<file path="src/rtl/cpu_ctrl_pkg.sv">
// Shared types and encodings for the hardwired ALU control sequencer.
// State numbering is what appears on state_dbg.
package cpu_ctrl_pkg;

    typedef enum logic [3:0] {
        StRst  = 4'd0,
        StT0   = 4'd1,
        StT1   = 4'd2,
        StT2   = 4'd3,
        StT3   = 4'd4,
        StT4   = 4'd5,
        StT5   = 4'd6,
        StT6   = 4'd7,
        StHalt = 4'd8
    } state_e;

    localparam logic [4:0] OpAdd  = 5'h03;
    localparam logic [4:0] OpSub  = 5'h04;
    localparam logic [4:0] OpAnd  = 5'h05;
    localparam logic [4:0] OpOr   = 5'h06;
    localparam logic [4:0] OpShr  = 5'h07;
    localparam logic [4:0] OpShl  = 5'h08;
    localparam logic [4:0] OpMul  = 5'h0F;
    localparam logic [4:0] OpDiv  = 5'h10;
    localparam logic [4:0] OpNop  = 5'h1A;
    localparam logic [4:0] OpHalt = 5'h1B;

    localparam logic [3:0] AluNone = 4'd0;
    localparam logic [3:0] AluAdd  = 4'd3;
    localparam logic [3:0] AluSub  = 4'd4;
    localparam logic [3:0] AluAnd  = 4'd5;
    localparam logic [3:0] AluOr   = 4'd6;
    localparam logic [3:0] AluShr  = 4'd7;
    localparam logic [3:0] AluShl  = 4'd8;
    localparam logic [3:0] AluMul  = 4'd9;
    localparam logic [3:0] AluDiv  = 4'd10;

    localparam int unsigned IrOpMsb = 31;
    localparam int unsigned IrOpLsb = 27;
    localparam int unsigned IrRaMsb = 26;
    localparam int unsigned IrRaLsb = 23;
    localparam int unsigned IrRbMsb = 22;
    localparam int unsigned IrRbLsb = 19;
    localparam int unsigned IrRcMsb = 18;
    localparam int unsigned IrRcLsb = 15;

endpackage

</file>
<file path="src/rtl/instr_decode.sv">
// Combinational opcode decode: instruction class, ALU operation, HI/LO usage,
// and one-hot register selects (index >= NUM_REGS selects nothing).
module instr_decode
    import cpu_ctrl_pkg::*;
#(
    parameter int unsigned NUM_REGS = 16
) (
    input  logic [4:0]          opcode,
    input  logic [3:0]          ra,
    input  logic [3:0]          rb,
    input  logic [3:0]          rc,
    output logic                is_alu,
    output logic                is_halt,
    output logic [3:0]          alu_op,
    output logic                uses_hilo,
    output logic [NUM_REGS-1:0] ra_oh,
    output logic [NUM_REGS-1:0] rb_oh,
    output logic [NUM_REGS-1:0] rc_oh
);

    always_comb begin
        is_alu    = 1'b0;
        is_halt   = 1'b0;
        alu_op    = AluNone;
        uses_hilo = 1'b0;
        case (opcode)
            OpAdd:   begin is_alu = 1'b1; alu_op = AluAdd; end
            OpSub:   begin is_alu = 1'b1; alu_op = AluSub; end
            OpAnd:   begin is_alu = 1'b1; alu_op = AluAnd; end
            OpOr:    begin is_alu = 1'b1; alu_op = AluOr;  end
            OpShr:   begin is_alu = 1'b1; alu_op = AluShr; end
            OpShl:   begin is_alu = 1'b1; alu_op = AluShl; end
            OpMul:   begin is_alu = 1'b1; alu_op = AluMul; uses_hilo = 1'b1; end
            OpDiv:   begin is_alu = 1'b1; alu_op = AluDiv; uses_hilo = 1'b1; end
            OpHalt:  is_halt = 1'b1;
            default: ;
        endcase
    end

    for (genvar i = 0; i < NUM_REGS; i++) begin : g_onehot
        assign ra_oh[i] = ({28'd0, ra} == 32'(i));
        assign rb_oh[i] = ({28'd0, rb} == 32'(i));
        assign rc_oh[i] = ({28'd0, rc} == 32'(i));
    end

endmodule

</file>
<file path="src/rtl/alu_control_sequencer.sv">
// Hardwired T-state control unit for the bus datapath: fetch T0-T2, execute T3-T6.
// Optional CTRL_MEM_WAIT_EN stretches T1 until mem_ready.
module alu_control_sequencer
    import cpu_ctrl_pkg::*;
#(
    parameter int unsigned NUM_REGS = 16
) (
    input  logic                clock,
    input  logic                clear,
    input  logic [31:0]         ir,
    input  logic                mem_ready,
    output logic [NUM_REGS-1:0] Rin,
    output logic [NUM_REGS-1:0] Rout,
    output logic                PCin,
    output logic                PCout,
    output logic                MARin,
    output logic                MDRin,
    output logic                MDRout,
    output logic                IRin,
    output logic                Yin,
    output logic                Zlowin,
    output logic                Zhighin,
    output logic                Zlowout,
    output logic                Zhighout,
    output logic                HIin,
    output logic                LOin,
    output logic                IncPC,
    output logic                Read,
    output logic [3:0]          ALUop,
    output logic                run,
    output logic [3:0]          state_dbg
);

    state_e state_q, state_d;

    logic                is_alu, is_halt, uses_hilo;
    logic [3:0]          dec_alu_op;
    logic [NUM_REGS-1:0] ra_oh, rb_oh, rc_oh;

    logic unused_ir;
    assign unused_ir = ^ir[IrRcLsb-1:0];

    instr_decode #(
        .NUM_REGS (NUM_REGS)
    ) u_instr_decode (
        .opcode    (ir[IrOpMsb:IrOpLsb]),
        .ra        (ir[IrRaMsb:IrRaLsb]),
        .rb        (ir[IrRbMsb:IrRbLsb]),
        .rc        (ir[IrRcMsb:IrRcLsb]),
        .is_alu    (is_alu),
        .is_halt   (is_halt),
        .alu_op    (dec_alu_op),
        .uses_hilo (uses_hilo),
        .ra_oh     (ra_oh),
        .rb_oh     (rb_oh),
        .rc_oh     (rc_oh)
    );

    always_ff @(posedge clock or negedge clear) begin
        if (!clear) begin
            state_q <= StRst;
        end else begin
            state_q <= state_d;
        end
    end

`ifdef CTRL_MEM_WAIT_EN
    // Zero on the first T1 cycle, so it doubles as the "first cycle" flag.
    logic [3:0] wait_cnt_q;

    always_ff @(posedge clock or negedge clear) begin
        if (!clear) begin
            wait_cnt_q <= 4'd0;
        end else if (state_q == StT1 && !mem_ready) begin
            wait_cnt_q <= (wait_cnt_q == 4'd15) ? 4'd15 : wait_cnt_q + 4'd1;
        end else begin
            wait_cnt_q <= 4'd0;
        end
    end

    assign state_dbg = (state_q == StT1 && wait_cnt_q != 4'd0) ? wait_cnt_q : state_q;
`else
    logic unused_mem_ready;
    assign unused_mem_ready = mem_ready;
    assign state_dbg        = state_q;
`endif

    always_comb begin
        state_d  = state_q;
        Rin      = '0;
        Rout     = '0;
        PCin     = 1'b0;
        PCout    = 1'b0;
        MARin    = 1'b0;
        MDRin    = 1'b0;
        MDRout   = 1'b0;
        IRin     = 1'b0;
        Yin      = 1'b0;
        Zlowin   = 1'b0;
        Zhighin  = 1'b0;
        Zlowout  = 1'b0;
        Zhighout = 1'b0;
        HIin     = 1'b0;
        LOin     = 1'b0;
        IncPC    = 1'b0;
        Read     = 1'b0;
        ALUop    = AluNone;
        run      = 1'b0;
        unique case (state_q)
            StRst: state_d = StT0;
            StT0: begin
                run     = 1'b1;
                PCout   = 1'b1;
                MARin   = 1'b1;
                IncPC   = 1'b1;
                Zlowin  = 1'b1;
                ALUop   = AluAdd;
                state_d = StT1;
            end
            StT1: begin
                run   = 1'b1;
                Read  = 1'b1;
                MDRin = 1'b1;
`ifdef CTRL_MEM_WAIT_EN
                if (wait_cnt_q == 4'd0) begin
                    PCin    = 1'b1;
                    Zlowout = 1'b1;
                end
                state_d = mem_ready ? StT2 : StT1;
`else
                PCin    = 1'b1;
                Zlowout = 1'b1;
                state_d = StT2;
`endif
            end
            StT2: begin
                run     = 1'b1;
                MDRout  = 1'b1;
                IRin    = 1'b1;
                state_d = StT3;
            end
            StT3: begin
                run = 1'b1;
                if (is_alu) begin
                    Rout    = rb_oh;
                    Yin     = 1'b1;
                    state_d = StT4;
                end else if (is_halt) begin
                    state_d = StHalt;
                end else begin
                    state_d = StT0;
                end
            end
            StT4: begin
                run     = 1'b1;
                Rout    = rc_oh;
                ALUop   = dec_alu_op;
                Zlowin  = 1'b1;
                Zhighin = uses_hilo;
                state_d = StT5;
            end
            StT5: begin
                run     = 1'b1;
                Zlowout = 1'b1;
                if (uses_hilo) begin
                    LOin    = 1'b1;
                    state_d = StT6;
                end else begin
                    Rin     = ra_oh;
                    state_d = StT0;
                end
            end
            StT6: begin
                run      = 1'b1;
                Zhighout = 1'b1;
                HIin     = 1'b1;
                state_d  = StT0;
            end
            StHalt: state_d = StHalt;
            default: state_d = StRst;
        endcase
    end

endmodule

</file>
<file path="config.mk">
export PLATFORM = sky130hd
export DESIGN_NAME = alu_control_sequencer
export DESIGN_NICKNAME = d
export VERILOG_FILES = /design/src/rtl/cpu_ctrl_pkg.sv /design/src/rtl/instr_decode.sv /design/src/rtl/alu_control_sequencer.sv
export SDC_FILE = /design/constraint.sdc
export NUM_CORES = 1
export LEC_CHECK = 0
export ABC_AREA = 1
export CORE_MARGIN = 2
export CORE_UTILIZATION = 37
export DETAILED_ROUTE_END_ITERATION = 8
export PLACE_DENSITY = 0.9
export SLEW_MARGIN = 15
export SYNTH_ARGS = -nofsm -noshare
export SYNTH_HDL_FRONTEND = slang
export SYNTH_HIERARCHICAL = 1
export SYNTH_SLANG_ARGS = --single-unit
</file>
<file path="constraint.sdc">
create_clock -name clock -period 3.2 [get_ports clock]
set_clock_uncertainty 0.2 [all_clocks]
set_input_delay 0.64 -clock clock [delete_from_list [all_inputs] [get_ports clock]]
set_output_delay 0.64 -clock clock [all_outputs]
set_load 0.005 [all_outputs]
</file>
==> qor.txt, run 1 <==
Flop pwr share: 15.6%
Setup CP Type: in -> out
Tcrit/Tclk final: 97.62%
FILL cells: 290
Post-Syn Nets: 292
via/cell ratio: 4.411
Clock transition at path regs: 0.04 ns
top cell family by delay on the critical path: buffers and inverters
type of origin of the critical path: input pin
total global routing overflow: 0
global-route wire length before repair: 5754 um
post-DP HPWL: 2973 um
P&R area growth vs syn: 72.12%
Starting Density: 39.10%
Post-CTS Hold Buffers: 0
Final Critical Period: 3.124 ns
Avg Inst Size Synth: 4.645 sq um
placer congestion estimate: 0.8527
Mapped Area: 1194 sq um
Max VDD drop: 0.2903 mV
antenna violations before repair: 0
Core Rows: 20
ant diodes: 0
core area: 3053 sq um
final core utilization: 67.30%
Buf/Inv on CP: 4
Post-route DRC: 0
via count: 1,676
worst skew pair latency: 0.24 ns
wire per inst: 9.637 um
Clock power frac: 9.2%
GR Util met1: 23.47%
Logic pwr share: 75.1%
die height: 60.80 um
Clock Sinks: 4
commonest non-fill, non-tap cell in the layout: nand2_1
worst relative slew slack: 73.60%
gr usage total: 20.08%
CTS H-tree lvls: 1
Placed Cells: 373
root buf cell: clkbuf_4
P_int: 0.3896 mW
CTS Buf Count: 3
Mapped Cells: 257
Clock Path Buffers: 2
flops & latches, synth: 4
first-pass iteration count of the detailed router: 4
Pleak: 1.033 nW
part of the Yosys area used for sequential elements: 8.386%
Critical Path RT: 2.36 ns
critical path fanouts, max: 8
endpoints failing hold: 0
Cell Count, Final, Fillers Out: 380
Final ANT Viol Nets: 0
switching portion of total power: 44.44%
die span in x: 60.80 um
Critical Path End Type: output port
Hold Path Class: in -> async
Post-Route WL: 3662 um
Distinct cells, synth: 18
Net Sw Power: 0.3116 mW
die area: 3697 sq um
slowest CP cell: clkdlybuf4s50_1
I/O pins: 91
status: completed
vias in the first global route: 1,390
Largest register FFs: 4
Worst Setup Slack, final: 0.07601 ns
worst path cell trace: clkdlybuf4s15_1 -> nor2_2 -> nand3_1 -> nand2_1 -> inv_1 -> nand2_2 -> nand3_4 -> inv_6 -> nand2_1 -> nand2_1 -> clkdlybuf4s50_1
crit-path most repeated cell: nand2_1
Max Cap Violations: 0
CTS tree: done
M2 GR Usage: 36.56%
FMAX: 0.3201 GHz
most frequent cells in the layout: 90 x nand2_1, 67 x nor2_1, 65 x clkdlybuf4s50_1
Detailed Route Iter0 Violations: 62
setup violators final: 0
largest net degree at the start of global routing: 19
count of pins over their slew limit: 0
critical path arrival: 2.28 ns
YS warnings: 6
PwrDens: 341.3 nW/um^2
CP max stage delay: 0.50 ns
nets: 373
pre-CTS setup slack: -0.2742 ns
GR Layer Usage met3: 3.412%
slew at the pin closest to its max-slew limit: 0.3960 ns
I/O Buffers: 74
share of cells above drive strength 1: 13.39%
GR peak layer: met2
==> path summary, 6_finish.rpt <==
path	startpoint	slack, ns	cells past startpoint	to
worst max-delay path	ir[27]	0.08	11	Rout[12]
worst min-delay path	clear	0.42	1	state_dbg[3]$_DFF_PN0_
worst max register to register	state_dbg[3]$_DFF_PN0_	1.72	6	state_dbg[2]$_DFF_PN0_
worst min register to register	state_dbg[2]$_DFF_PN0_	0.48	3	state_dbg[3]$_DFF_PN0_
max in group asynchronous	clear	2.21	1	state_dbg[1]$_DFF_PN0_
min in group clock	state_dbg[2]$_DFF_PN0_	0.48	3	state_dbg[3]$_DFF_PN0_
==> logic make-up after synthesis <==
kind of cell / Yosys count / share of synthesized area (%)
flip-flops: 4 / 8.386
buffers and inverters: 59 / 22.54
AND/OR/NAND/NOR: 190 / 67.19
AO/OA/AOI/OAI: 4 / 1.887
==> metal layers <==
| metal | wire, um | part of all wire [%] | vias to the layer above |
|---|---|---|---|
| li1 | - | - | 905 |
| met1 | 1536 | 42 | 700 |
| met2 | 1854 | 51 | 63 |
| met3 | 218 | 6.0 | 8 |
| met4 | 53 | 1.4 | 0 |
| met5 | 0 | 0 | - |
==> worst register-to-register path: stages, from the launching register on <==
cell     delay [ns]
dfrtp_1        0.47
nor2_4         0.28
nand3_4        0.18
buf_4          0.17
nand2_1        0.04
inv_1          0.04
nand2_1        0.05
==> timing repair <==
action,4_1_cts,5_1_grt
setup buffers,0,2
endpoints found under the setup margin,34,31
gates cloned,2,0
gates resized for setup,14,17
pin swaps,2,4
==> final cells by class <==
class                      instances  area, sq um  share of cell area, %
sequential                         4        100.1                  4.872
timing repair inverter             2        12.51                 0.6090
timing repair buffer              83        812.0                  39.52
clock buffer                       3        22.52                  1.096
tap                               44        55.05                  2.680
inverter                          50        195.2                  9.501
multi-input combinational        194        857.1                  41.72
==> through the flow <==
step                      setup TNS, ns  hold WS [ns]  instance area, sq um  power [mW]
after detailed placement         -6.929        0.4634                  1976      0.6280
after CTS                             0        0.4125                  2018      0.7066
after floorplan                       0        0.1444                  1194      0.3833
after global placement           -5.636        0.4416                  1976      0.6179
final                                 0        0.4154                  2054      0.7012
after global routing           -0.08259        0.4123                  2054      0.7640
==> synth_stat cells <==
cell | number | area share, %
nor2_4 | 2 | 1.9
buf_4 | 6 | 3.8
o211ai_1 | 1 | 0.63
nand4_1 | 1 | 0.52
nand2_1 | 91 | 29
nand3_2 | 2 | 1.7
inv_1 | 47 | 15
inv_2 | 2 | 0.63
o21ai_0 | 2 | 0.84
nand3_4 | 1 | 1.5
dfrtp_1 | 4 | 8.4
inv_4 | 1 | 0.52
a21oi_1 | 1 | 0.42
nor2_1 | 70 | 22
nand3_1 | 10 | 4.2
nor4_1 | 1 | 0.52
nor2_2 | 12 | 6.3
buf_6 | 3 | 2.8
==> power groups by stage <==
stage          clock network [mW]  registers [mW]  logic, mW
3_5_place_dp                    0           0.109      0.519
4_1_cts                    0.0694           0.108      0.529
3_3_place_gp                    0           0.106      0.512
5_1_grt                    0.0723           0.113      0.579
2_1_floorplan                   0           0.104      0.279
6_report                   0.0647           0.110      0.527
Power figures use the tool's default switching activity.
==> inputs of run 2 (changes only) <==
--- a/config.mk
+++ b/config.mk
@@ -6,9 +6,11 @@
 export NUM_CORES = 1
 export LEC_CHECK = 0
 export ABC_AREA = 1
+export CAP_MARGIN = 20
 export CORE_MARGIN = 2
 export CORE_UTILIZATION = 37
 export DETAILED_ROUTE_END_ITERATION = 8
+export HOLD_SLACK_MARGIN = 0.12
 export PLACE_DENSITY = 0.9
 export SLEW_MARGIN = 15
 export SYNTH_ARGS = -nofsm -noshare
==> results of run 2 <==
The final DEF is identical to that of run 1; final timing and power are the same.
==> inputs of run 3 (changes only) <==
--- a/config.mk
+++ b/config.mk
@@ -7,8 +7,9 @@
 export LEC_CHECK = 0
 export ABC_AREA = 1
 export CAP_MARGIN = 20
-export CORE_MARGIN = 2
+export CORE_MARGIN = 1.5
 export CORE_UTILIZATION = 37
+export CTS_CLUSTER_SIZE = 10
 export DETAILED_ROUTE_END_ITERATION = 8
 export HOLD_SLACK_MARGIN = 0.12
 export PLACE_DENSITY = 0.9
==> run 3 against run 2 <==
  * Sequential power hardly changed
  * Utilization is 1.6 points higher
  * Maximum frequency is 0.85% higher
  * Via count is 3.1% higher
  * Critical path type unchanged
  * Highest routed layer is now met3
==> qor.txt, run 3 (same netlist as run 1, synthesis figures left out) <==
Core Rows: 20 (unchanged)
I/O Buffers: 74 (unchanged)
CTS tree: done
Setup CP Type: in -> out
nets: 378 (+1.3%)
gr usage total: 20.81% (+0.73 points)
ant diodes: 0 (unchanged)
die height: 59.80 um (-1.6%)
FF-to-FF End: state_dbg[2]$_DFF_PN0_
via/cell ratio: 4.488 (+1.8%)
Final ANT Viol Nets: 0 (unchanged)
worst reg2reg startpoint: state_dbg[3]$_DFF_PN0_
worst relative slew slack: 74.85% (+1.3 points)
Max Cap Violations: 0 (unchanged)
Detailed Route Iter0 Violations: 64 (+3.2%)
Flop pwr share: 15.3% (-0.3 points)
pre-CTS setup slack: -0.3066 ns (-0.03233 ns)
share of cells above drive strength 1: 14.66% (+1.3 points)
critical path fanouts, max: 7 (-1)
post-DP HPWL: 3006 um (+1.1%)
Clock Sinks: 4 (unchanged)
Net Sw Power: 0.3178 mW (+2.0%)
PwrDens: 337.9 nW/um^2 (-1.0%)
R2R Setup Slk: 1.68 ns (-0.04 ns)
placed cell area: 1983 sq um (+0.38%)
Worst Setup Slack, final: 0.1025 ns (+0.02645 ns)
Post-CTS Hold Buffers: 0 (unchanged)
critical path arrival: 2.26 ns (-0.02 ns)
I/O pins: 91 (unchanged)
die span in x: 59.80 um (-1.6%)
Clock transition at path regs: 0.04 ns (about the same)
via count: 1,728 (+3.1%)
switching portion of total power: 44.69% (+0.26 points)
total global routing overflow: 0 (unchanged)
CTS Buf Count: 3 (unchanged)
RSZ-0062 raised after global routing: true
vias in the first global route: 1,516 (+9.1%)
core area: 3053 sq um (unchanged)
antenna violations before repair: 0 (unchanged)
Starting Density: 39.10% (unchanged)
slew at the pin closest to its max-slew limit: 0.3772 ns (-0.01886 ns)
Tcrit/Tclk final: 96.80% (-0.83 points)
Logic pwr share: 75.9% (+0.8 points)
Hold Path Class: in -> async
Critical Path RT: 2.36 ns (about the same)
root buf cell: clkbuf_4
endpoints failing hold: 0 (unchanged)
first-pass iteration count of the detailed router: 4 (unchanged)
overall power: 0.7111 mW (+1.4%)
TNS Setup: 0 ns (unchanged)
global-route wire length before repair: 5954 um (+3.5%)
Post-Route WL: 3791 um (+3.5%)
FMAX: 0.3228 GHz (+0.85%)
Critical Path End Type: output port
count of pins over their slew limit: 0 (unchanged)
wire per inst: 9.847 um (+2.2%)
Max VDD drop: 0.3026 mV (+4.2%)
die area: 3576 sq um (-3.3%)
type of origin of the critical path: input pin
Largest register FFs: 4 (unchanged)
Clock Path Buffers: 2 (unchanged)
post-route cell area: 2105 sq um (+2.4%)
most frequent cells in the layout: 90 x nand2_1, 67 x nor2_1, 60 x clkdlybuf4s50_1
placer congestion estimate: 0.8686 (+1.9%)
Pleak: 1.147 nW (+11%)
status: completed
Clock power frac: 8.8% (-0.4 points)
Final Critical Period: 3.098 ns (-0.02645 ns)
Post-route DRC: 0 (unchanged)
R2R cell count: 6 (unchanged)
commonest non-fill, non-tap cell in the layout: nand2_1
P_int: 0.3933 mW (+0.94%)
worst skew pair latency: 0.24 ns (about the same)
setup violators final: 0 (unchanged)
largest net degree at the start of global routing: 19 (unchanged)
P&R area growth vs syn: 76.31%
CTS H-tree lvls: 1 (unchanged)
run 3: cell types whose count changed in the layout (fill, tap and decap cells not counted):
| cell | delta |
|---|---|
| buf_4 | +5 |
| clkdlybuf4s15_1 | -1 |
| clkdlybuf4s50_1 | -5 |
| clkinvlp_4 | +1 |
| dlygate4sd2_1 | +1 |
| dlymetal6s2s_1 | +5 |
| inv_2 | -1 |
| inv_4 | +1 |
| inv_6 | -1 |
run 3: repair_timing:
| action | 4_1_cts | 5_1_grt |
|---|---|---|
| setup endpoints to repair | 34 | 27 |
| pin swaps | 1 | 3 |
| cloned | 2 | 0 |
| gates resized for setup | 14 | 20 |
| setup buffers | 2 | 4 |
run 3: final cells by class:
| cell class | count | area [sq um] |
|---|---|---|
| inverters | 50 | 195.2 |
| well taps | 44 | 55.05 |
| repair buffers | 88 | 860.8 |
| repair inverters | 2 | 13.76 |
| fillers | 290 | 948.4 |
| flip-flops and latches | 4 | 100.1 |
| clock buffers | 3 | 22.52 |
| multi-input cells | 194 | 857.1 |
run 3: power by group through the flow:
stage                     sequential (mW)  combinational (mW)  clock, mW
after floorplan                     0.104               0.279          0
after global placement              0.107               0.512          0
after detailed placement            0.108               0.523          0
after CTS                           0.108               0.536     0.0651
after global routing                0.113               0.581     0.0683
final                               0.109               0.540     0.0628
run 3: layer usage:
metal | wire (um) | GRT usage [%]
met3 | 266 | 3.896
met2 | 1996 | 40.84
met5 | 0 | 0
met4 | 0 | 3.492
met1 | 1529 | 22.99
run 3: worst max path at each step:
stage               startpoint  endpoint  cells after the start
floorplan               ir[28]   Rout[0]                     10
global placement        ir[30]  Rout[15]                     12
detailed placement      ir[30]  Rout[14]                     12
CTS                     ir[29]  Rout[10]                     11
global route            ir[31]    Rin[3]                     11
finish                  ir[27]       Yin                     10
run 3: worst max-delay path: stages:
cell and delay (ns):
clkdlybuf4s15_1 0.24, nor2_2 0.14, nand3_1 0.11, nand2_1 0.07, inv_1 0.05, nand2_2 0.10
nand3_4 0.14, clkinvlp_4 0.17, buf_4 0.12, clkdlybuf4s50_1 0.48
run 3: per-stage QoR:
stage          std cells  hold WS (ns)  utilization [%]
6_report             385        0.4222            68.93
5_1_grt              385        0.4330            68.93
4_1_cts              381        0.4152            67.05
3_5_place_dp         374        0.4820            64.96
3_3_place_gp         374        0.4443            64.96
2_1_floorplan        257        0.1444                -
==> patch 1: new RTL, flow settings as in run 3 <==
Build with the macro `CTRL_MEM_WAIT_EN` defined.
--- a/src/rtl/alu_control_sequencer.sv
+++ b/src/rtl/alu_control_sequencer.sv
@@ -2,2 +2,4 @@
 // Optional CTRL_MEM_WAIT_EN stretches T1 until mem_ready.
+`define CTRL_MEM_WAIT_EN
+
 module alu_control_sequencer
Behaviour: not the same (Yosys sat finds a counterexample within 4 cycles, from zero or initial values).
==> patch 1 against run 3 <==
- power increased by 29%
- fmax increased by 2.2%
- sequential power increased by 56%
- routed wire length increased by 19%
- worst hold slack got worse by 0.069 ns
- worst setup slack improved by 0.065 ns
- synthesized cell count increased by 16%
- sequential cell count increased by 4
- first-iteration DRC count increased by 70%
- synthesized area increased by 25%
- sequential share of layout area increased by 3.8 points
- design area increased by 11%
- largest power group unchanged
==> patch 1: results (changes against run 3) <==
Result of the run: finished, final reports clean (unchanged). The number of buffers inserted during clock tree synthesis is 3 (unchanged). Top cells by count, synth: 84 x nor2_1, 80 x nand2_1, 36 x nand3_1 (was 91 x nand2_1, 70 x nor2_1, 47 x inv_1).

The global-route track usage on met2 is 37.3% (was 40.8%). The detailed route wirelength on metal2 came out at 2.12 mm (was 2.00 mm). The starting DRC count in detailed routing came out at 109 (was 64).

The worst min-delay path class is flip-flop to flip-flop (was primary input to async pin). The number of global-route vias before repair was 1,710 (was 1,516). The net count of the finished layout is 412 (was 378).

The length of routed met3 wiring is 305 um (was 266 um). The number of optimization iterations in the first detailed-route pass came out at 6 (was 4). The ratio of cells with drive above 1 in the final layout is 7.77% (was 14.7%).

The number of fill cells in the layout is 362 (was 290). The final weighted congestion of routability-driven global placement came out at 0.884 (was 0.869). The peak supply drop came to 0.356 mV (was 0.303 mV).

Synth area leaders: nor2_1 21%, nand2_1 20%, dfrtp_1 13% (was nand2_1 29%, nor2_1 22%, inv_1 15%). The first-pass GRT wire length is 7.29 mm (was 5.95 mm). The adder and majority gate portion of the synthesized area came out at 1.68% (was 0%). The number of nets in the synthesized netlist is 334 (was 292). The antenna diode count came to 0 (unchanged). The wire length on met1 is 2.01 mm (was 1.53 mm). The cell area after placement is 0.00231 sq mm (was 0.00198 sq mm). The source-to-sink clock delay at the later pin of the worst-skew pair came out at 0.23 ns. The biggest fanout along the worst timing path came out at 5 (was 7). The combined global-route utilization of all metal layers is 20.6% (was 20.8%).

The met1 usage is 26.0% (was 23.0%). The count of input and output buffers was 75 (was 74). The critical path arrival came out at 2.19 ns (was 2.26 ns). The total half-perimeter wirelength after legalization and detailed placement is 3.69 mm (was 3.01 mm). The ratio of routed vias to standard cells was 4.84 (was 4.49). The sequential share of the synthesized area is 13.4% (was 8.39%). The total detailed-routing wirelength is 4.49 mm (was 3.79 mm). The compound-cell area share of the yosys netlist was 9.24% (was 1.89%). The worst max-slew margin expressed relative to the limit is 72.6% (was 74.9%). The global-route track usage on met3 is 0.852% (was 3.90%). The static leakage is 1.14 nW (was 1.15 nW). The root cell of the clock tree was clkbuf_8 (was clkbuf_4).

The largest registers in the layout are state_q: 4 flops, wait_cnt_q: 4 flops. The highest metal layer with signal wires was met4 (was met3). The count of different cell masters after synthesis is 23 (was 18).
[patch 1: timing repair]
| action | CTS | global route |
|---|---|---|
| setup endpoints to repair | 36 | 2 |
| cloned | 0 | 0 |
| pin swaps | 1 | 0 |
| setup buffers | 0 | 0 |
| resized for setup | 32 | 3 |
[patch 1: through the flow]
stage	util, %	setup slack [ns]	cells
2_1_floorplan	-	0.644	297
3_3_place_gp	61.2	-0.217	418
3_5_place_dp	61.2	-0.238	418
4_1_cts	61.6	0.0857	421
5_1_grt	61.8	0.0329	421
6_report	61.8	0.168	421
[patch 1: worst paths after layout]
check / cells past startpoint / from / endpoint / slack, ns
min reg2reg: 1 / wait_cnt_q[0] / wait_cnt_q[0] / 0.35
max reg2reg: 5 / state_q[1] / state_q[2] / 1.66
min: 1 / wait_cnt_q[0] / wait_cnt_q[0] / 0.35
min in group asynchronous: 1 / clear / wait_cnt_q[1] / 0.48
max in group asynchronous: 1 / clear / state_q[3] / 2.06
max: 9 / ir[29] / LOin / 0.17
[patch 1: final cells by class]
cell class	count	share of cell area (%)
sequential	8	8.59
multi-input combinational	239	45.2
timing repair buffer	87	36.0
tap	48	2.58
inverter	36	5.85
clock buffer	3	1.77
[patch 1: power by group]
group / leakage, nW / total [W] / internal, W / switching (W)
Combinational: 1.01 / 0.000627 / 0.000297 / 0.000330
Sequential: 0.107 / 0.000170 / 0.000123 / 0.0000473
Clock: 0.0216 / 0.000119 / 0.0000813 / 0.0000376
Total: 1.14 / 0.000916 / 0.000501 / 0.000415
[patch 1: worst max-delay path, stage by stage]
cell and delay, ns:
dlygate4sd2_1 0.31, nor2_2 0.13, nand3_1 0.11, buf_4 0.15
nand2_2 0.07, buf_4 0.10, nand3_1 0.11, inv_1 0.08
clkdlybuf4s50_1 0.49
==> patch 2: new RTL, settings of run 3 <==
Without the edit above. Register the output `state_dbg` once more, without a reset; this adds one clock of latency there. The other outputs are not delayed to match.
--- a/src/rtl/alu_control_sequencer.sv
+++ b/src/rtl/alu_control_sequencer.sv
@@ -84,3 +84,5 @@
     assign unused_mem_ready = mem_ready;
-    assign state_dbg        = state_q;
+    always_ff @(posedge clock) begin
+        state_dbg <= state_q;
+    end
 `endif
Behaviour: not the same (Yosys sat finds a counterexample within 4 cycles, from zero or initial values).
==> patch 2 against run 3 <==
- power rose by 15%
- sequential cell count is 4 higher
- routed wire length rose by 3.2%
- cell count rose by 1.3%
- critical endpoint is now Rin[0]
- synthesized area grew 6.7%
- critical path depth is 3 lower
- design area grew 3.3%
- worst setup slack gained 0.072 ns
- sequential share of layout area is 3.5 points higher
- largest power group unchanged
==> patch 2: results (changes against run 3) <==
The starting DRC count in detailed routing was 97 (was 64). The combined global-route utilization of all metal layers is 20.3% (was 20.8%). The power attributed to the clock group is 0.0000835 W (was 0.0000628 W). The count of different cell masters after synthesis came to 19 (was 18). The worst min-delay path class is flip-flop to flip-flop (was primary input to async pin). The post-synthesis async set-or-reset flop share is 50.0% (was 100%). The met1 usage came out at 22.6% (was 23.0%). The number of buffers other than clock buffers in the final layout came out at 86 (was 88). The number of nets in the synthesized netlist is 296 (was 292).

The source-to-sink clock delay at the later pin of the worst-skew pair came out at 0.26 ns (was 0.24 ns). The sequential share of the synthesized area was 14.1% (was 8.39%). The critical path arrival is 2.19 ns (was 2.26 ns). The slew at the pin with the worst max-slew slack is 0.395 ns (was 0.377 ns). Result of the run: finished, final reports clean (unchanged).

The cell area after placement is 0.00207 sq mm (was 0.00198 sq mm). The detailed route wirelength on metal2 was 1.99 mm (was 2.00 mm). The wire length on met1 came out at 1.60 mm (was 1.53 mm). The biggest fanout along the worst timing path is 4 (was 7). The number of fill cells in the layout came to 310 (was 290). Synth area leaders: nand2_1 27%, nor2_1 21%, inv_1 14% (was nand2_1 29%, nor2_1 22%, inv_1 15%). The worst slack at placement is -0.321 ns (was -0.307 ns). The length of routed met3 wiring came to 296 um (was 266 um). The highest metal layer with signal wires is met4 (was met3). The fraction of standard cell area in multi-input logic came to 39.4% (was 40.7%). The ratio of routed vias to standard cells came to 4.48 (was 4.49).

The total half-perimeter wirelength after legalization and detailed placement came out at 3.09 mm (was 3.01 mm). The first-pass GRT wire length was 5.92 mm (was 5.95 mm). The final-layout clock buffer total came out at 4 (was 3). The static leakage is 1.04 nW (was 1.15 nW). The total detailed-routing wirelength is 3.91 mm (was 3.79 mm). The global-route track usage on met3 came out at 2.10% (was 3.90%). The fraction of power spent switching nets is 41.4% (was 44.7%).

The compound-cell area share of the yosys netlist is 1.77% (was 1.89%). The ratio of cells with drive above 1 in the final layout came out at 14.2% (was 14.7%). The final weighted congestion of routability-driven global placement came out at 0.842 (was 0.869). The part of the total power dissipated in sequential elements is 22.1% (was 15.3%). The number of clock sinks is 8 (was 4). The final-layout non-clock buffer area share was 38.8% (was 40.9%).
patch 2: changes by cell type after synthesis:
cell	run 3	this run
dfxtp_1	0	4
patch 2: metrics by stage:
stage               std cells  power, W  utilization [%]  TNS (ns)
finish                    390  0.000818             65.6         0
global route              390  0.000885             65.6         0
CTS                       389  0.000823             65.9         0
detailed placement        381  0.000708             62.6     -8.58
global placement          381  0.000690             62.6     -7.63
floorplan                 261  0.000455                -         0
patch 2: final timing paths:
| kind | start | slack, ns | to |
|---|---|---|---|
| worst max-delay path | ir[24] | 0.17 | Rin[0] |
| worst max register to register | state_q[3] | 1.67 | state_q[2] |
| max in group asynchronous | clear | 2.24 | state_q[1] |
| worst min register to register | state_q[2] | 0.21 | state_dbg[2] |
| worst min-delay path | state_q[2] | 0.21 | state_dbg[2] |
| min in group asynchronous | clear | 0.39 | state_q[3] |
patch 2: cells by family after synthesis:
logic type             count (synthesis)
and+or+nand+nor                      190
buffers and inverters                 59
DFF                                    8
AOI/OAI and AO/OA                      4
